`src/rtl/uart2sram_pkg.sv`:
```
// Shared types for the uart2sram path: write-FSM states and packing geometry.
package uart2sram_pkg;

    typedef enum logic [1:0] {
        W_IDLE,
        W_SETUP,
        W_PULSE,
        W_HOLD
    } wstate_e;

    localparam int unsigned BYTES_PER_WORD = 4;

endpackage

```
`src/rtl/sram_write_ctrl.sv`:
```
// Asynchronous-SRAM write sequencer: setup, timed WE pulse, hold, then address/count advance.
module sram_write_ctrl
    import uart2sram_pkg::*;
#(
    parameter int unsigned ADDR_W    = 20,
    parameter int unsigned BASE_ADDR = 0,
    parameter int unsigned WE_CYCLES = 2
) (
    input  logic              clk_i,
    input  logic              rst_i,
    input  logic              clear_i,
    input  logic              req_i,
    input  logic [31:0]       word_i,
    output logic              ready_o,
    output logic              wr_done_o,
    output logic [ADDR_W-1:0] sram_addr_o,
    output logic [31:0]       sram_dout_o,
    output logic              sram_ce_n_o,
    output logic              sram_we_n_o,
    output logic [ADDR_W:0]   word_count_o
);

    localparam int unsigned CNT_W = (WE_CYCLES > 1) ? $clog2(WE_CYCLES) : 1;

    wstate_e           state_q;
    logic [CNT_W-1:0]  cnt_q;
    logic [ADDR_W-1:0] addr_q;
    logic [31:0]       dout_q;
    logic              ce_n_q;
    logic              we_n_q;
    logic [ADDR_W:0]   count_q;

    // The write buffer is occupied exactly while the FSM is away from W_IDLE.
    assign ready_o      = (state_q == W_IDLE);
    assign wr_done_o    = (state_q == W_HOLD);
    assign sram_addr_o  = addr_q;
    assign sram_dout_o  = dout_q;
    assign sram_ce_n_o  = ce_n_q;
    assign sram_we_n_o  = we_n_q;
    assign word_count_o = count_q;

    always_ff @(posedge clk_i) begin
        if (rst_i) begin
            state_q <= W_IDLE;
            cnt_q   <= '0;
            addr_q  <= ADDR_W'(BASE_ADDR);
            dout_q  <= '0;
            ce_n_q  <= 1'b1;
            we_n_q  <= 1'b1;
            count_q <= '0;
        end else begin
            case (state_q)
                W_IDLE: begin
                    if (clear_i) begin
                        addr_q  <= ADDR_W'(BASE_ADDR);
                        count_q <= '0;
                    end else if (req_i) begin
                        dout_q  <= word_i;
                        ce_n_q  <= 1'b0;
                        state_q <= W_SETUP;
                    end
                end
                W_SETUP: begin
                    we_n_q  <= 1'b0;
                    cnt_q   <= CNT_W'(WE_CYCLES - 1);
                    state_q <= W_PULSE;
                end
                W_PULSE: begin
                    if (cnt_q == '0) begin
                        we_n_q  <= 1'b1;
                        state_q <= W_HOLD;
                    end else begin
                        cnt_q <= cnt_q - 1'b1;
                    end
                end
                W_HOLD: begin
                    ce_n_q  <= 1'b1;
                    addr_q  <= addr_q + 1'b1;
                    count_q <= count_q + 1'b1;
                    state_q <= W_IDLE;
                end
                default: state_q <= W_IDLE;
            endcase
        end
    end

endmodule

```
`src/rtl/uart_sram_loader.sv`:
```
// Packs received UART bytes big-endian into 32-bit words and streams them to async SRAM.
module uart_sram_loader
    import uart2sram_pkg::*;
#(
    parameter int unsigned ADDR_W    = 20,
    parameter int unsigned BASE_ADDR = 0,
    parameter int unsigned WORDS     = 1024,
    parameter int unsigned WE_CYCLES = 2
) (
    input  logic              clk,
    input  logic              rst,
    input  logic              start,
    input  logic [7:0]        byte_in,
    input  logic              byte_valid,
    input  logic              byte_frame_err,
    output logic [ADDR_W-1:0] sram_addr,
    output logic [31:0]       sram_dout,
    output logic              sram_ce_n,
    output logic              sram_we_n,
    output logic              sram_oe_n,
    output logic              busy,
    output logic              done,
    output logic              frame_error,
    output logic              overrun,
    output logic [ADDR_W:0]   word_count
);

    localparam int unsigned      IDX_W      = $clog2(BYTES_PER_WORD);
    localparam int unsigned      SHIFT_W    = 8 * (BYTES_PER_WORD - 1);
    localparam logic [IDX_W-1:0] LAST_IDX   = IDX_W'(BYTES_PER_WORD - 1);
    localparam logic [ADDR_W:0]  LAST_COUNT = (ADDR_W + 1)'(WORDS - 1);

    logic               busy_q, busy_d;
    logic               done_q, done_d;
    logic               fe_q, fe_d;
    logic               ov_q, ov_d;
    logic [IDX_W-1:0]   idx_q, idx_d;
    logic [SHIFT_W-1:0] shift_q, shift_d;

    logic        ready;
    logic        wr_done;
    logic        start_eff;
    logic        byte_ok;
    logic        byte_good;
    logic        word_last;
    logic        wr_req;
    logic [31:0] word_full;

    assign start_eff = start & ready;
    assign byte_ok   = byte_valid & busy_q & ~start_eff;
    assign byte_good = byte_ok & ~byte_frame_err;
    assign word_last = byte_good & (idx_q == LAST_IDX);
    assign wr_req    = word_last & ready;
    assign word_full = {shift_q, byte_in};

    always_comb begin
        busy_d  = busy_q;
        done_d  = done_q;
        fe_d    = fe_q;
        ov_d    = ov_q;
        idx_d   = idx_q;
        shift_d = shift_q;
        if (start_eff) begin
            busy_d = 1'b1;
            done_d = 1'b0;
            fe_d   = 1'b0;
            ov_d   = 1'b0;
            idx_d  = '0;
        end else begin
            if (byte_ok && byte_frame_err) begin
                fe_d = 1'b1;
            end
            if (byte_good) begin
                shift_d = {shift_q[SHIFT_W-9:0], byte_in};
                idx_d   = idx_q + 1'b1;
            end
            if (word_last && !ready) begin
                ov_d = 1'b1;
            end
        end
        // wr_done only occurs while the FSM is busy, so it never collides with start_eff.
        if (wr_done && (word_count == LAST_COUNT)) begin
            done_d = 1'b1;
            busy_d = 1'b0;
        end
    end

    always_ff @(posedge clk) begin
        if (rst) begin
            busy_q  <= 1'b0;
            done_q  <= 1'b0;
            fe_q    <= 1'b0;
            ov_q    <= 1'b0;
            idx_q   <= '0;
            shift_q <= '0;
        end else begin
            busy_q  <= busy_d;
            done_q  <= done_d;
            fe_q    <= fe_d;
            ov_q    <= ov_d;
            idx_q   <= idx_d;
            shift_q <= shift_d;
        end
    end

    sram_write_ctrl #(
        .ADDR_W   (ADDR_W),
        .BASE_ADDR(BASE_ADDR),
        .WE_CYCLES(WE_CYCLES)
    ) u_wr (
        .clk_i       (clk),
        .rst_i       (rst),
        .clear_i     (start_eff),
        .req_i       (wr_req),
        .word_i      (word_full),
        .ready_o     (ready),
        .wr_done_o   (wr_done),
        .sram_addr_o (sram_addr),
        .sram_dout_o (sram_dout),
        .sram_ce_n_o (sram_ce_n),
        .sram_we_n_o (sram_we_n),
        .word_count_o(word_count)
    );

    assign sram_oe_n   = 1'b1;
    assign busy        = busy_q;
    assign done        = done_q;
    assign frame_error = fe_q;
    assign overrun     = ov_q;

endmodule

```
`config.mk`:
```
export PLATFORM = sky130hd
export DESIGN_NAME = uart_sram_loader
export DESIGN_NICKNAME = d
export VERILOG_FILES = /design/src/rtl/uart2sram_pkg.sv /design/src/rtl/sram_write_ctrl.sv /design/src/rtl/uart_sram_loader.sv
export SDC_FILE = /design/constraint.sdc
export NUM_CORES = 1
export LEC_CHECK = 0
export ABC_AREA = 1
export CAP_MARGIN = 40
export CORE_UTILIZATION = 53
export CTS_CLUSTER_SIZE = 10
export DETAILED_ROUTE_END_ITERATION = 10
export PLACE_DENSITY_LB_ADDON = 0.08
export SYNTH_ARGS = -nofsm -noshare
export SYNTH_HDL_FRONTEND = slang
export SYNTH_SLANG_ARGS = --single-unit
```
`constraint.sdc`:
```
create_clock -name clk -period 4.58 [get_ports clk]
set_input_delay 0.916 -clock clk [delete_from_list [all_inputs] [get_ports clk]]
set_output_delay 0.916 -clock clk [all_outputs]
set_load 0.02 [all_outputs]
```
# After elaboration in Yosys (flattened, before gate mapping)
# Cells that the tools add are included.
dict set report word_totals {
  register_bits 108
  latch_bits 0
  mem_bits_rw 0
  romBits 0
  output_inout_bits 80
  wordCells 67
  memories 0
}
dict set report op_classes {
  addsub 4
  mul 0
  div 0
  order_cmp 0
  n_eq_ne 9
  n_shift 0
  n_mux 17
  bitwise 8
  reduce_logical 16
}
# op n
set ops {}
lappend ops {{21-bit case mux with 2 select lines} 1}
lappend ops {{20-bit case mux with 2 select lines} 1}
lappend ops {{21-bit by 1-bit adder with 21-bit output (second input constant)} 1}
lappend ops {{21-bit by 10-bit equality test with 1-bit output (second input constant)} 1}
lappend ops {{21-bit two-way mux} 1}
lappend ops {{20-bit by 1-bit adder with 20-bit output (second input constant)} 1}
lappend ops {{20-bit two-way mux} 1}
lappend ops {{3-bit AND reduction} 3}
lappend ops {{2-bit case mux with 4 select lines} 1}
lappend ops {{1-bit AND} 6}
lappend ops {{2-bit equality test (second input constant)} 3}
lappend ops {{1-bit two-way mux} 6}
lappend ops {{2-bit two-way mux} 3}
lappend ops {{1-bit case mux with 2 select lines} 3}
lappend ops {{2-bit AND reduction} 3}
lappend ops {{2-bit nonzero test} 3}
lappend ops {{2-bit by 1-bit != test with 1-bit output (second input constant)} 2}
lappend ops {{2-bit != test (second input constant)} 2}
lappend ops {{2-bit OR reduction} 2}
lappend ops {{1-bit logical AND} 3}
lappend ops {{2-bit by 1-bit adder with 2-bit output (second input constant)} 1}
lappend ops {{2-bit by 1-bit equality test with 1-bit output (second input constant)} 1}
lappend ops {{2-bit zero test} 1}
lappend ops {{1-bit NOT} 2}
lappend ops {{other kinds (2)} 2}

# Depth between registers and ports, before layout
dict set report logic_depth {
  depth_word 10
  ltp_mapped 12
  depth_no_buf 12
}

# By module
# From an unflattened synthesis, not the netlist that was laid out.
dict set report hier_totals {
  cells_unflattened 684
  area_unflattened_um2 4810.9
}
# module instances cells_each area_per_inst_um2 seq_area_each_um2
set modules_own_cells {}
lappend modules_own_cells {sram_write_ctrl 1 504 3469.6 1561.5}
lappend modules_own_cells {uart_sram_loader 1 180 1341.3 600.6}

# Worst setup path before layout
# OpenSTA, ideal clock, no wires.
dict set report synth_path {
  path_type {input port to flip-flop}
  startpoint {input start}
  endpoint {register u_wr.dout_q[24], in the netlist u_wr.sram_dout_o[24]}
  setup_time_ns 0.116
  t_arrival_ns 1.747
  required_time_ns 4.464
  slack_ns 2.717
  stages 7
  n_path_buf 1
  path_cell_list {nand2_2 > nand4_4 > nor2_2 > nand2_2 > buf_2 > o21ai_0 > nor2_1}
}
dict set report synth_between {
  elab_chain_cells 7
}
# element line
set synth_lines {}
lappend synth_lines {{from (decl)} uart_sram_loader.sv:12} ;# input logic start,
lappend synth_lines {{1-bit AND *} uart_sram_loader.sv:49} ;# assign start_eff = start & ready;
lappend synth_lines {{1-bit NOT (no line) *} --}
lappend synth_lines {{1-bit AND} uart_sram_loader.sv:50} ;# assign byte_ok = byte_valid & busy_q & ~start_eff;
lappend synth_lines {{1-bit AND} uart_sram_loader.sv:51} ;# assign byte_good = byte_ok & ~byte_frame_err;
lappend synth_lines {{1-bit AND} uart_sram_loader.sv:52} ;# assign word_last = byte_good & (idx_q == LAST_IDX);
lappend synth_lines {{1-bit AND} uart_sram_loader.sv:53} ;# assign wr_req = word_last & ready;
lappend synth_lines {{3-bit AND reduction (no line) *} --}
lappend synth_lines {{to (signal assigned)} sram_write_ctrl.sv:58} ;# dout_q <= word_i;
lappend synth_lines {{to (decl)} sram_write_ctrl.sv:28} ;# logic [31:0] dout_q;
# Every way passes the cells marked *; elsewhere a longest branch is shown, timed or not.
# A chain may end at the register's enable or synchronous reset.

# Final worst setup path
dict set report layout_path {
  startpoint {input start}
  endpoint {register u_wr.dout_q[13], in the netlist u_wr.sram_dout_o[13]}
}
# Same word-level chain as after synthesis.

==> metrics.yaml <==
reg2reg_slack_ns: 1.90
finalHoldViolCount: 0
die_h_microns: 94.7
grt_start_max_net_pins: 44
timing.rr.end: "u_wr.sram_dout_o[13]$_SDFFE_PP0P_"
cts_hold_buf: 0
tns_ns: 0
numCtsBuffers: 9
dr_total_vias: 4363
max_slew_margin_pct: 64.1
p_per_area_nw_per_um2: 325
min_period_ns: 2.90
row_count: 33
antenna_found_initial: 0
synth_mux_area_share_pct: 0
dpl.hpwl_mm: 7.43
synth-xor-area-share_pct: 1.15
cp.arrival_ns: 3.20
syn_nets: 661
synth_simple_gate_area_share_pct: 32.0
syn_avg_cell_area_sq_um: 7.09
grt_pass1_vias: 4092
overflow: 0
die_x_microns: 94.7
grt_pass1_wl_mm: 17.5
postCtsSetupBuffers: 0
fin_crit_sh_pct: 63.3
ys_ff_latch: 108
dieArea_sq_um: 8970
fin_ws_ns: 1.68
fmax_ghz: 0.345
grtUsageTotal_pct: 24.5
place_inst: 818
worstSetupPathType: "input port to flip-flop"
r2r-start: "u_wr.state_q[1]$_SDFFE_PP0P_"
wl_mm: 10.4
synth_fa_ha_area_share_pct: 1.65
syn-cell-area_sq_um: 4550
final_nets: 743
synth_cells: 642
rsz0062_at_grt: "no"
drtAntennaViolNets: 0
ctsResizeCount: 0
min_to: "done$_SDFFE_PP0P_"
core_area_sq_um: 8260
max_cap_viol_count: 0
numPortBuffers: 91
initial_core_util_pct: 55.2
path_clk_slew_ns: 0.10
synth-seq-area-share_pct: 47.5
status: "completed"
cp_max_fo: 33
drt_first_pass_iters: 4
ir_worst_vdd_uv: 236
pre_cts_ws_ns: 1.29
drt_iter0_markers: 151
synth_warnings: 0
finalSetupViolCount: 0
synthToLayoutAreaGrowth_pct: 24.7
drc: 0
yosysUniqueCellTypes: 27
reg2regPathDepth: 9
drv_slew: 0
cp-start-kind: "input port"
crit_required_ns: 4.89
synth-compound-area-share_pct: 10.5
synth_top_family_by_area: "simple AND/OR/NAND/NOR gates"
hold_path_class: "flip-flop to flip-flop"
skew_ns: 0.0112
clock-root-buffer: "clkbuf_8"
clk_latency_ns: 0.37
fillers: 734
cts.path.max_buffers: 2
wl_per_cell_microns: 12.5
htree_levels: 3
via_per_inst: 5.23
p_leak_nw: 2.05
utilization_pct: 68.8
fin_hold_ws_ns: 0.467
antenna_cells: 0
hold_start: "done$_SDFFE_PP0P_"
drive_gt1_share_pct: 4.39
min_path_cells: 2
cp-end-kind: "flip-flop"
gp_congestion: 0.887
cts.sinks: 108
io_pins: 93
tightest_slew_ns: 0.537
cts_tree: "yes"
final-instance-count-excl-fill: 834
## state kept, by name (all words and copies together), names as in the netlist
name	flops
idx_q	2
u_wr.sram_addr_o	20
overrun	1
done	1
busy	1
frame_error	1
u_wr.sram_dout_o	32
u_wr.sram_we_n_o	1
u_wr.cnt_q	1
u_wr.word_count_o	21
u_wr.sram_ce_n_o	1
shift_q	24
u_wr.state_q	2
## per-stage QoR
stage / power [mW] / area [sq um]
6_report: 1.85 / 5680
5_1_grt: 1.94 / 5680
4_1_cts: 1.86 / 5680
3_5_place_dp: 1.30 / 5490
3_3_place_gp: 1.30 / 5490
2_1_floorplan: 1.22 / 4550
## worst max-delay path by stage
stage	from	to	slack, ns	depth (start not counted)
floorplan	start	u_wr.sram_dout_o[24]$_SDFFE_PP0P_	2.72	7
CTS	start	u_wr.sram_dout_o[9]$_SDFFE_PP0P_	1.68	8
global route	start	u_wr.sram_dout_o[13]$_SDFFE_PP0P_	1.43	8
finish	start	u_wr.sram_dout_o[13]$_SDFFE_PP0P_	1.68	8
detailed placement	start	u_wr.sram_dout_o[9]$_SDFFE_PP0P_	1.29	8
global placement	start	u_wr.sram_dout_o[1]$_SDFFE_PP0P_	1.40	8
## routing by layer
metal,GRT usage [%],up-vias,share of wire (%)
met1,27.6,1990,42
met2,44.7,138,50
li1,-,2212,-
met3,5.07,23,4.9
met5,0,-,0
met4,9.72,0,2.4
## area by class of cell
class / count / area [sq um] / share of cell area [%]
sequential: 108 / 2160 / 38.1
multi-input combinational: 460 / 2070 / 36.5
timing repair buffer: 94 / 933 / 16.4
inverter: 51 / 191 / 3.37
tap: 105 / 131 / 2.31
clock buffer: 9 / 124 / 2.18
clock inverter: 7 / 67.6 / 1.19
## cells in the mapped netlist, drive strengths merged
master / n / area (sq um)
nand2: 153 / 584
nor2: 141 / 537
dfxtp: 108 / 2160
inv: 51 / 191
o21ai: 47 / 235
a21oi: 45 / 225
nand3: 28 / 140
buf: 15 / 100
nand4: 13 / 96.3
nor3: 12 / 65.1
clkbuf: 8 / 30.0
ha: 6 / 75.1
xor2: 6 / 52.6
nor3b: 4 / 30.0
a31oi: 2 / 12.5
conb: 1 / 3.75
o21bai: 1 / 7.51
or2: 1 / 6.26
## cell families (layout without fill, tap and decap cells)
family / after synthesis / after routing
and+or+nand+nor: 352 / 352
DFF: 108 / 108
AOI/OAI and AO/OA: 95 / 95
buffers and inverters: 74 / 161
adders and majority gates: 6 / 6
xor gates and xnor gates: 6 / 6
other: 1 / 1
## critical path, stage by stage
cell             delay, ns
clkdlybuf4s50_1       0.43
nand2_2               0.14
nand4_4               0.36
nor2_2                0.25
nand2_2               0.34
inv_2                 0.54
nor2_1                0.09
nor2_1                0.12
## cells in the final DEF (no fill, tap or decap), types with 3 or more instances in the layout
master,instances
ha_1,6
a21oi_1,45
nor2_1,138
nand2_1,149
nor3_1,11
o21ai_0,38
nand2_2,4
clkdlybuf4s50_1,91
clkbuf_8,9
nand4_1,12
nand3_1,28
buf_4,3
o21ai_1,9
dfxtp_1,108
xor2_1,6
inv_2,3
nor3b_1,4
inv_1,48
nor2_2,3
inv_6,3
## power breakdown
group | internal (mW) | switching [mW]
Clock | 0.212 | 0.351
Combinational | 0.0909 | 0.208
Sequential | 0.963 | 0.0194
Total | 1.27 | 0.578
No activity file was read; power rests on OpenSTA's default activity.
